[src/rtl/hazardunit_mc.sv]
// hazardunit_mc: hazard unit for the 5-stage RV32 pipeline.
//  - M>W operand forwarding into E.
//  - Load-use stall of LOAD_LAT bubbles (multi-cycle memory).
//  - One-entry scoreboard tracking the in-flight mul/div (MD) result.
//  - A taken branch in E overrides every D-side stall.
// Optional feature: define HAZARD_PERF_EN to add the StallCycles/FlushCount
// performance counters (CNT_W bits, wrapping, cleared by reset).
module hazardunit_mc #(
  parameter int AW       = 5,
  parameter int LOAD_LAT = 1,
  parameter int CNT_W    = 32
) (
  input  logic          clk,
  input  logic          reset,
  input  logic [AW-1:0] Rs1D,
  input  logic [AW-1:0] Rs2D,
  input  logic [AW-1:0] Rs1E,
  input  logic [AW-1:0] Rs2E,
  input  logic [AW-1:0] RdE,
  input  logic [AW-1:0] RdM,
  input  logic [AW-1:0] RdW,
  input  logic          RegWriteE,
  input  logic          RegWriteM,
  input  logic          RegWriteW,
  input  logic          ResultSrcE0,
  input  logic          PCSrcE,
  input  logic          MdStartE,
  input  logic [AW-1:0] MdRdE,
  input  logic          MdDone,
  output logic          StallF,
  output logic          StallD,
  output logic          StallE,
  output logic          FlushD,
  output logic          FlushE,
  output logic          FlushM,
  output logic [1:0]    ForwardAE,
  output logic [1:0]    ForwardBE,
`ifdef HAZARD_PERF_EN
  output logic [CNT_W-1:0] StallCycles,
  output logic [CNT_W-1:0] FlushCount,
`endif
  output logic          MdBusy
);

  // Wide enough for LOAD_LAT-1 with LOAD_LAT up to 4.
  localparam int LC_W = 3;

  logic [LC_W-1:0] ld_cnt_q, ld_cnt_d;
  logic            md_busy_q, md_busy_d;
  logic [AW-1:0]   md_rd_q, md_rd_d;
`ifdef HAZARD_PERF_EN
  logic [CNT_W-1:0] stall_cycles_q, stall_cycles_d;
  logic [CNT_W-1:0] flush_count_q, flush_count_d;
`endif

  logic ld_hit, ld_stall, md_raw, md_struct, md_accept;

  // Operand forwarding into E: the newer M result wins over W; x0 never forwards.
  always_comb begin
    ForwardAE = 2'b00;
    ForwardBE = 2'b00;
    if (RegWriteM && Rs1E != '0 && Rs1E == RdM)      ForwardAE = 2'b10;
    else if (RegWriteW && Rs1E != '0 && Rs1E == RdW) ForwardAE = 2'b01;
    if (RegWriteM && Rs2E != '0 && Rs2E == RdM)      ForwardBE = 2'b10;
    else if (RegWriteW && Rs2E != '0 && Rs2E == RdW) ForwardBE = 2'b01;
  end

  // Hazard detection, stall/flush outputs and next-state for all registers.
  always_comb begin
    // NOTE: every comb output gets a default first so no path can infer a latch.
    ld_cnt_d  = ld_cnt_q;
    md_busy_d = md_busy_q;
    md_rd_d   = md_rd_q;

    ld_hit    = RegWriteE && ResultSrcE0 && RdE != '0 && (RdE == Rs1D || RdE == Rs2D);
    ld_stall  = ld_hit || (ld_cnt_q != '0);
    md_raw    = md_busy_q && md_rd_q != '0 && (md_rd_q == Rs1D || md_rd_q == Rs2D);
    md_struct = md_busy_q && MdStartE && !MdDone;

    StallE = md_struct;
    FlushM = md_struct;
    StallF = md_struct || (!PCSrcE && (ld_stall || md_raw));
    StallD = StallF;
    FlushD = PCSrcE;
    FlushE = PCSrcE || (!md_struct && (ld_stall || md_raw));
    MdBusy = md_busy_q;

    // A taken branch kills the dependent instruction, so the bubble count is dropped.
    if (PCSrcE)                ld_cnt_d = '0;
    else if (ld_hit)           ld_cnt_d = LC_W'(LOAD_LAT - 1);
    else if (ld_cnt_q != '0)   ld_cnt_d = ld_cnt_q - 1'b1;

    // A newly accepted MD op takes priority over a same-cycle completion.
    md_accept = MdStartE && !md_struct;
    if (md_accept) begin
      md_busy_d = 1'b1;
      md_rd_d   = MdRdE;
    end else if (MdDone) begin
      md_busy_d = 1'b0;
    end

`ifdef HAZARD_PERF_EN
    stall_cycles_d = stall_cycles_q + CNT_W'(StallF);
    flush_count_d  = flush_count_q + CNT_W'(FlushE);
    StallCycles    = stall_cycles_q;
    FlushCount     = flush_count_q;
`endif
  end

  // State registers with synchronous reset; reset abandons any stall or MD op.
  always_ff @(posedge clk) begin
    // NOTE: sequential state uses non-blocking assignments so all flops update together.
    if (reset) begin
      ld_cnt_q  <= '0;
      md_busy_q <= 1'b0;
      md_rd_q   <= '0;
`ifdef HAZARD_PERF_EN
      stall_cycles_q <= '0;
      flush_count_q  <= '0;
`endif
    end else begin
      ld_cnt_q  <= ld_cnt_d;
      md_busy_q <= md_busy_d;
      md_rd_q   <= md_rd_d;
`ifdef HAZARD_PERF_EN
      stall_cycles_q <= stall_cycles_d;
      flush_count_q  <= flush_count_d;
`endif
    end
  end

endmodule

[config.mk]
export PLATFORM = sky130hd
export DESIGN_NAME = hazardunit_mc
export DESIGN_NICKNAME = d
export VERILOG_FILES = /design/src/rtl/hazardunit_mc.sv
export SDC_FILE = /design/constraint.sdc
export NUM_CORES = 1
export LEC_CHECK = 0
export CAP_MARGIN = 20
export CORE_UTILIZATION = 36
export DETAILED_ROUTE_END_ITERATION = 8
export GPL_TIMING_DRIVEN = 0
export PLACE_DENSITY = 0.83
export SYNTH_ARGS = -nofsm -noshare
export SYNTH_HDL_FRONTEND = slang
export SYNTH_SLANG_ARGS = --single-unit
[constraint.sdc]
create_clock -name clk -period 2.3 [get_ports clk]
set_input_delay 0.345 -clock clk [delete_from_list [all_inputs] [get_ports clk]]
set_output_delay 0.345 -clock clk [all_outputs]
set_load 0.1 [all_outputs]
==> flow_summary.ini <==
[cts]
cts_root_buffer = clkbuf_4
cts_tree = yes
htree_levels = 1
cts_sinks = 9
cts_buffers = 3
insertion_delay_ns = 0.25
clk_pin_slew_ns = 0.06
clock_path_buffers = 2

[pwr]
ir_drop_mv = 0.453
swShare_pct = 36.8
p_comb_share_pct = 50.8
clock_power_share_pct = 20.1
p_int_uw = 372
p_per_area_nw_per_um2 = 336
switching_power_uw = 217
seqPwrFrac_pct = 29.1
p_leak_uw = 0.000735

[routing]
drc = 0
vias_per_cell = 5.00
ant_nets = 0
drt_wl_total_um = 2880
first_pass_iters = 4
wl_per_cell_um = 13.6
via_count = 1060
drtIter0Drc = 5

[floorplanning]
std_cell_rows = 18
core_um2 = 2480
start_util_pct = 38.0
die_w_um = 53.2
dieArea_um2 = 2830
ios = 60
die_h_um = 53.2

[min_path]
hold_path.class = reg -> reg

[synth]
synth_edf_count = 0
avgSynthCellArea_um2 = 8.12
synth.lib_cells_used.distinct = 24
synth-seq-area-share_pct = 19.1
async_reset_ff_share_pct = 0
synthesis.area_um2 = 942
yosysWarningCount = 0
syn_nets = 167
synth-seq-cells = 9
synth_ff_type = dfxtp_1
syn_inst = 116

[critical_path]
rrSetupSlack_ns = 0.98
worstSetupPathType = reg -> out
required_ns = 1.96
crit_path_start_kind = flip-flop
worstPathMaxFanout = 4
end_kind = primary output
crit_chain = or4_4 > o21ai_2 > o22ai_2 > o31a_4 > buf_12 > buf_12
critical_path_arrival_ns = 1.97
path_common_cell = buf_12
max_stage_delay_ns = 0.54
crit_slowest_cell = or4_4
path_buf_inv = 2
critPathTopFamily = compound AO/OA/AOI/OAI gates

[layout]
instances_no_fill = 212
utilization_pct = 70.9
fillers = 196
num_antenna_cells = 0
mostFrequentLayoutCell = clkdlybuf4s50_1
fin_nets = 234
drive_above_1_share_pct = 24.7
synthToLayoutAreaGrowth_pct = 86.3
final_cell_mix = clkdlybuf4s50_1 (26), xor2_1 (24), xnor2_1 (17), dlygate4sd2_1 (17), nor2_1 (16)

[global_routing]
grt_pass1_wl_um = 4330
grt_pass1_vias = 1071
grt_antenna_before_repair = 0
grt_usage_pct = 21.2
grt-ovfl-total = 0
grt_start_max_net_pins = 8

[sta]
rsz0062_at_grt = true
drv_slew = 0
fin_ws_ns = -0.0181
setup_violations = 1
hold_viol = 0
max_freq_mhz = 431
fin_crit_ns = 2.32
hold_slack_ns = 0.499
finalCritPeriodShare_pct = 101
worst_pin_slew_ns = 0.973
finalClockSkew_ns = 0.00361
slew_headroom_pct = 34.9

[outcome]
violations = negative setup slack
status = finished, violations left

[placement]
pre_cts_ws_ns = -1.18
dp.cells = 205
hpwlAfterDp_um = 2470
routabilityCongestion = 0.816
portBuffers = 59

[job]
drv_cap = 0
-- cells by family after synthesis --
family                     count (synthesis)  share of synthesized area, %
and+or+nand+nor                           42                          22.4
xor gates and xnor gates                  41                          38.1
AOI/OAI and AO/OA                          9                          7.30
DFF                                        9                          19.1
buffers and inverters                      7                          3.98
muxes                                      6                          6.37
adders and majority gates                  2                          2.66
-- power by group through the flow --
stage / logic, µW / clock network [µW] / registers [µW]
CTS: 299 / 121 / 170
global route: 319 / 129 / 172
finish: 299 / 118 / 172
floorplan: 153 / 0 / 180
detailed placement: 300 / 0 / 174
global placement: 293 / 0 / 174
-- final timing paths --
kind / from / to / cells past startpoint
setup reg to reg: MdBusy / md_rd_q[2] / 5
setup / recovery: md_rd_q[0] / StallF / 6
hold reg to reg: ld_cnt_q[1] / ld_cnt_q[1] / 2
hold / removal: ld_cnt_q[1] / ld_cnt_q[1] / 2
-- repair_timing --
action,4_1_cts,5_1_grt
resized for setup,89,11
hold buffers,0,0
endpoints found under the hold margin,0,0
pin swaps,8,5
cloned,0,0
setup buffers,3,0
setup endpoints to repair,10,6
-- cell usage after synthesis, drive strengths merged, types with 2 or more instances --
library cell,n,area share (%)
a22oi,2,1.6
buf,3,2.4
dfxtp,9,19
ha,2,2.7
inv,3,1.2
mux2i,6,6.4
nand2,4,1.6
nand2b,2,1.3
nand4,4,2.7
nor2,18,7.2
nor3,4,2.1
nor4,4,2.7
o21ai,2,1.1
o31a,2,1.9
or4,4,3.6
xnor2,17,16
xor2,24,22
-- area by class of cell --
class / instances / area (µm²) / share of cell area [%]
Tap cell: 30 / 37.5 / 2.14
Sequential cell: 9 / 186 / 10.6
Inverter: 3 / 15.0 / 0.855
Multi-Input combinational cell: 100 / 850 / 48.4
Clock buffer: 4 / 26.3 / 1.50
Timing Repair Buffer: 62 / 602 / 34.3
Buffer: 4 / 38.8 / 2.21
-- routing by layer --
| layer | vias to the layer above | part of all wire (%) | GRT usage [%] |
|---|---|---|---|
| met3 | 2 | 11 | 4.60 |
| met4 | 0 | 0.59 | 3.95 |
| li1 | 526 | - | - |
| met1 | 477 | 35 | 20.4 |
| met2 | 55 | 53 | 44.5 |
| met5 | - | 0 | 0 |
-- per-stage QoR --
stage               instance area, µm²  TNS (ns)  power, µW
floorplan                         1060    -0.677        333
global placement                  1690     -7.72        467
detailed placement                1690     -7.95        474
CTS                               1750   -0.0560        591
global route                      1760   -0.0662        620
finish                            1760   -0.0181        589
-- sequential cells by signal, indices dropped and copies added (netlist names) --
register / cells
MdBusy: 1
md_rd_q: 5
ld_cnt_q: 3
-- tightest hold or removal path, stage by stage, from the launching register on --
cell      delay [ns]
dfxtp_1         0.31
nor2_1          0.10
a211oi_1        0.05
(Power assumes the default switching activity.)
==> RTL change 1: new RTL, same flow settings <==
Make the reset (`reset`) asynchronous in one clocked block. Comments in the files are not updated.
--- a/src/rtl/hazardunit_mc.sv
+++ b/src/rtl/hazardunit_mc.sv
@@ -108,7 +108,7 @@
   end
 
   // State registers with synchronous reset; reset abandons any stall or MD op.
-  always_ff @(posedge clk) begin
+  always_ff @(posedge clk or posedge reset) begin
     // NOTE: sequential state uses non-blocking assignments so all flops update together.
     if (reset) begin
       ld_cnt_q  <= '0;
Function: differs if reset is asserted again (counterexample within 4 cycles, from zero or initial values and one cycle with reset high); with reset held inactive, the same outputs for 10 cycles.
==> RTL change 1 against the original RTL <==
- via count shrank 3.1%
- cell area increased by 2.9%
- routed wire length is 0.21% lower
- fmax increased by 2.8%
- sequential cell count is the same
- synthesized area increased by 7.0%
- setup slack better by 0.063 ns
- non-clock buffer count is 2 lower
- global-route usage decreased by 1.5 points
- worst hold slack lost 0.15 ns
- final cell count decreased by 3.3%
Power is not compared: it rests on default switching activity, and its combinational part moved more than twofold at a synthesized area within 25%.
==> RTL change 1: results (changes against the original RTL) <==
- By count the netlist is led by sky130_fd_sc_hd__xor2_1, sky130_fd_sc_hd__xnor2_1, sky130_fd_sc_hd__dfrtp_1, sky130_fd_sc_hd__nor2_1, sky130_fd_sc_hd__inv_1.
- The adder and majority gate portion of the synthesized area was 0.0248 (-0.00175).
- The layout multi-input combinational cell count is 92 (-8.0%).
* Post-Syn Nets: 161 (-3.6%)
- Number of cells upsized or downsized after cts: 81 (-9.0%)
- The multiplexer share of the synthesized area came to 0.0558 (-0.00791).
- The share of the yosys chip area belonging to registers is 0.223 (+0.0321).
* Reg2Reg Capture Point: ld_cnt_q[2]$_DFFE_PP0P_
- Detail-routed via count per cell: 5.01 (+0.20%)
* Most area-hungry cell type in the Yosys netlist: sky130_fd_sc_hd__dfrtp_1
- Filler cell count in the final layout: 199 (+1.5%)
- The minimum period implied by the final worst setup slack is 2.26 ns (-0.0627 ns).
- Clk_skew: 0.00144 ns (-0.00217 ns)
* Logic depth of the worst register-to-register path: 6 (+1)
- The via count of the first global-routing pass was 1035 (-3.4%).
- The total placed instance area was 0.00170 sq mm (+0.37%).
* CP arrival: 1.91 ns (-0.06 ns)
- Post-detailed-placement half-perimeter wirelength: 2430 um (-1.4%)
* Layout net count: 227 (-3.0%)
* Area of the multi-input gates: 835 sq um (-1.8%)
- The critical path ends at FlushD.
- The final weighted congestion in routability-driven placement was 0.788 (-3.4%).
* Seq Cell Count: 9 (unchanged)
- The largest individual stage delay along the critical path comes from the cell sky130_fd_sc_hd__dlygate4sd2_1.
- Worst max-slew margin expressed relative to the limit: 0.357 (+0.00771)
- The buffers inserted during post-CTS setup optimization is 2 (-1).
* Launch point of the worst reg-to-reg path: ld_cnt_q[0]$_DFFE_PP0P_
- Signal buffers share of area: 0.361 (-0.00344)
* Post-synthesis compound-gate area fraction: 0.0806 (+0.00760)
- Biggest area contributors in the synthesized netlist: sky130_fd_sc_hd__dfrtp_1, sky130_fd_sc_hd__xor2_1, sky130_fd_sc_hd__xnor2_1
* Total Routed Length: 2880 um (-0.21%)
- Register share of the cell area: 0.127 (+0.0205)
- Number of buffers other than clock buffers in the final layout: 64 (-3.0%)
* First element of the critical path: PCSrcE
- Layout cell share with drive strength beyond 1: 0.257 (+0.00989)
- The total number of placement rows is 18 (unchanged).
- Number of standard cells in the final layout excluding fillers: 205 (-3.3%)
- The XOR/XNOR share of the synthesized area was 0.356 (-0.0251).
- The average footprint of a synthesized cell came to 9.17 sq um (+13%).
* Pin count of the biggest net entering global routing: 10 (+2)
- The share of synthesized flip-flops with an asynchronous set or reset came to 1.00 (+1.00).
- Cell family with the largest share of critical-path delay: buffers and inverters
* First-pass GRT wire length: 4060 um (-6.2%)
* Outcome: completed
- The worst hold slack across all endpoints was 0.351 ns (-0.148 ns).
* Count of inverters not on the clock network in the layout: 6 (+3)
- Signed area change from the synthesized netlist to the final layout: 79.2%
* Number of placed cells counting well taps: 199 (-2.9%)
* CP max stage delay: 0.85 ns (+0.31 ns)
- The register-to-register path setup slack was 1.04 ns (+0.06 ns).
- GR Util All Layers: 0.197 (-0.0151)
## RTL change 1: cell count changes after synthesis, moves of 3 or more
| cell | before | now |
|---|---|---|
| sky130_fd_sc_hd__dfrtp_1 | 0 | 9 |
| sky130_fd_sc_hd__dfxtp_1 | 9 | 0 |
| sky130_fd_sc_hd__nor2_1 | 18 | 9 |
| sky130_fd_sc_hd__mux2i_1 | 6 | 0 |
| sky130_fd_sc_hd__mux2_2 | 0 | 5 |
| sky130_fd_sc_hd__nor4_1 | 4 | 0 |
| sky130_fd_sc_hd__nor4_2 | 0 | 4 |
| sky130_fd_sc_hd__inv_1 | 3 | 6 |
| sky130_fd_sc_hd__o21ai_0 | 0 | 3 |
## RTL change 1: where the power goes
group	total [uW]	switching (uW)	internal, uW
registers	228	30.5	197
logic	787	452	335
clock network	120	53.6	66.8
## RTL change 1: metal layers
metal,track usage,vias up,routed length [um]
met3,0.0219,4,288
met4,0.100,0,43
met5,0,-,0
met2,0.422,46,1590
li1,-,506,-
met1,0.171,471,954
==> RTL change 2: new RTL, same settings <==
Without the edit above. Add a define of `HAZARD_PERF_EN`.
--- a/src/rtl/hazardunit_mc.sv
+++ b/src/rtl/hazardunit_mc.sv
@@ -5,6 +5,8 @@
 //  - A taken branch in E overrides every D-side stall.
 // Optional feature: define HAZARD_PERF_EN to add the StallCycles/FlushCount
 // performance counters (CNT_W bits, wrapping, cleared by reset).
+`define HAZARD_PERF_EN
+
 module hazardunit_mc #(
   parameter int AW       = 5,
   parameter int LOAD_LAT = 1,
Formal check against the unedited RTL (old outputs only; new: FlushCount and StallCycles): equivalent (Yosys induction, for registers that start in step).
==> RTL change 2 against the original RTL <==
- the run still ends with setup timing left
- sequential share of layout area up 13 points
- die area rose to 3.8 times the old value
- sequential cell count up 64
- cell area rose to 3.6 times the old value
- sequential power rose to 7.5 times the old value
- via count rose to 3.6 times the old value
- synthesized area rose to 3.9 times the old value
- first-iteration DRC count rose to 8.8 times the old value
- clock skew up 0.0079 ns
- total power rose to 4.7 times the old value
- routed wire length rose to 3.9 times the old value
- setup slack worse by 0.50 ns
- largest cell class unchanged
- final cell count rose to 3.5 times the old value
- global-route usage down 0.44 points
==> RTL change 2: results (changes against the original RTL) <==
* Reg2Reg Capture Point: StallCycles[28]$_SDFF_PP0_
- The reported leakage power was 0.00281 uW (+280%).
- Filler cell count in the final layout: 778 (+300%)
* Number of antenna violations at the first check in global routing: 0 (unchanged)
* Worst-path maximum fanout: 7 (+3)
- Number of placed cells counting well taps: 690 (+240%)
* Wirelength per Cell: 15.3 um (+12%)
- The worst voltage drop across the vdd grid was 0.437 mV (-3.7%).
- CP max stage delay: 0.59 ns (+0.05 ns)
* Number of levels the H-tree was split into: 3 (+2)
* Fraction of synthesized cell area in xor and xnor cells: 0.203 (-0.178)
- Clock tree root buffer cell: sky130_fd_sc_hd__clkbuf_8
- Fraction of the yosys area taken by sequential cells: 0.394 (+0.203)
* Clk_lat worst skew: 0.35 ns (+0.10 ns)
- Global placement routability congestion: 0.791 (-3.0%)
- The signal arrival time at the worst endpoint came to 3.09 ns (+1.12 ns).
- Setup slack of the critical path after layout: -0.515 ns (-0.497 ns)
- Share of synthesized cell area in full adder, half adder and majority cells: 0.0202 (-0.00631)
* First-pass GRT wire length: 17200 um (+300%)
- Violated checks: setup timing
* Clk_skew: 0.0115 ns (+0.00793 ns)
* Post-detailed-placement half-perimeter wirelength: 7700 um (+210%)
- The worst slack at placement was -1.30 ns (-0.123 ns).
- The final setup violation count was 63 (+62).
- Detail-routed via count per cell: 5.14 (+2.7%)
- Outcome: finished, violations left
- Post-Syn Nets: 490 (+190%)
- Avg Synthesized Cell Area: 8.52 sq um (+4.9%)
- Worst max-slew margin expressed relative to the limit: 0.311 (-0.0383)
* Post-synthesis compound-gate area fraction: 0.0584 (-0.0147)
- Pin count of the biggest net entering global routing: 14 (+6)
- Number of global-route vias before repair: 3715 (+250%)
* Initial detailed-routing violation count: 44 (+39)
* Cell family with the largest share of critical-path delay: simple AND/OR/NAND/NOR gates
- The number of cells on the worst reg-to-reg path is 11 (+6).
- The multiplexer share of the synthesized area is 0.0162 (-0.0475).
- The net total in the final layout was 652 (+180%).
-- RTL change 2: cell count changes in the layout (fill, tap and decap cells not counted), sizes merged, moves of 16 or more --
cell,change
dlymetal6s2s,+21
buf,+27
nand2,+19
clkdlybuf4s50,+22
dlygate4sd2,+17
xor2,+18
nand3,+16
xnor2,+27
dfxtp,+64
nor2,+49
-- RTL change 2: worst min-delay path, cell delays in order (launching register included) --
cell and delay (ns):
sky130_fd_sc_hd__dfxtp_1 0.33, sky130_fd_sc_hd__o31ai_1 0.07, sky130_fd_sc_hd__a21oi_1 0.06
-- RTL change 2: worst min path at each step --
| stage | from | cells past startpoint | to | slack [ns] |
|---|---|---|---|---|
| detailed placement | StallCycles[31]$_SDFF_PP0_ | 2 | StallCycles[31]$_SDFF_PP0_ | 0.49 |
| global route | StallCycles[29]$_SDFF_PP0_ | 2 | StallCycles[29]$_SDFF_PP0_ | 0.53 |
| CTS | StallCycles[31]$_SDFF_PP0_ | 2 | StallCycles[31]$_SDFF_PP0_ | 0.50 |
| floorplan | MdStartE | 2 | MdBusy$_SDFFE_PP0P_ | 0.46 |
| finish | StallCycles[31]$_SDFF_PP0_ | 2 | StallCycles[31]$_SDFF_PP0_ | 0.50 |
| global placement | StallCycles[31]$_SDFF_PP0_ | 2 | StallCycles[31]$_SDFF_PP0_ | 0.46 |
-- RTL change 2: power by group --
group	internal, uW	switching [uW]	total [uW]
Clock	510	519	1030
Combinational	184	247	431
Sequential	1270	18.8	1290
Total	1970	784	2750
-- RTL change 2: layer usage --
| metal | vias up | wire length (um) | GRT usage |
|---|---|---|---|
| met1 | 1828 | 4420 | 0.227 |
| met3 | 10 | 651 | 0.0444 |
| met4 | 0 | 135 | 0.0737 |
| met2 | 108 | 6020 | 0.392 |
| met5 | - | 0 | 0 |
| li1 | 1829 | - | - |
-- RTL change 2: repair_timing --
action                                  in CTS  in global routing
gates resized for setup                    148                 65
pin swaps                                   41                 30
setup buffers                               19                 14
endpoints found under the setup margin      88                 89
-- RTL change 2: final cells by class --
type | count | area share
Inverter | 8 | 0.00539
Timing Repair Buffer | 153 | 0.253
Clock inverter | 5 | 0.0102
Tap cell | 133 | 0.0266
Buffer | 15 | 0.0142
Clock buffer | 11 | 0.0210
Sequential cell | 73 | 0.236
Multi-Input combinational cell | 337 | 0.434
-- RTL change 2: cell families after synthesis --
group	Yosys count
muxes	6
DFF	73
buffers and inverters	25
adders and majority gates	6
xor gates and xnor gates	86
AOI/OAI and AO/OA	39
and+or+nand+nor	200
-- RTL change 2: through the flow --
stage	setup TNS, ns	area, sq um
6_report	-18.86	6270
5_1_grt	-25.84	6270
4_1_cts	-13.11	5940
3_5_place_dp	-60.21	5480
3_3_place_gp	-58.83	5480
2_1_floorplan	-26.53	4090
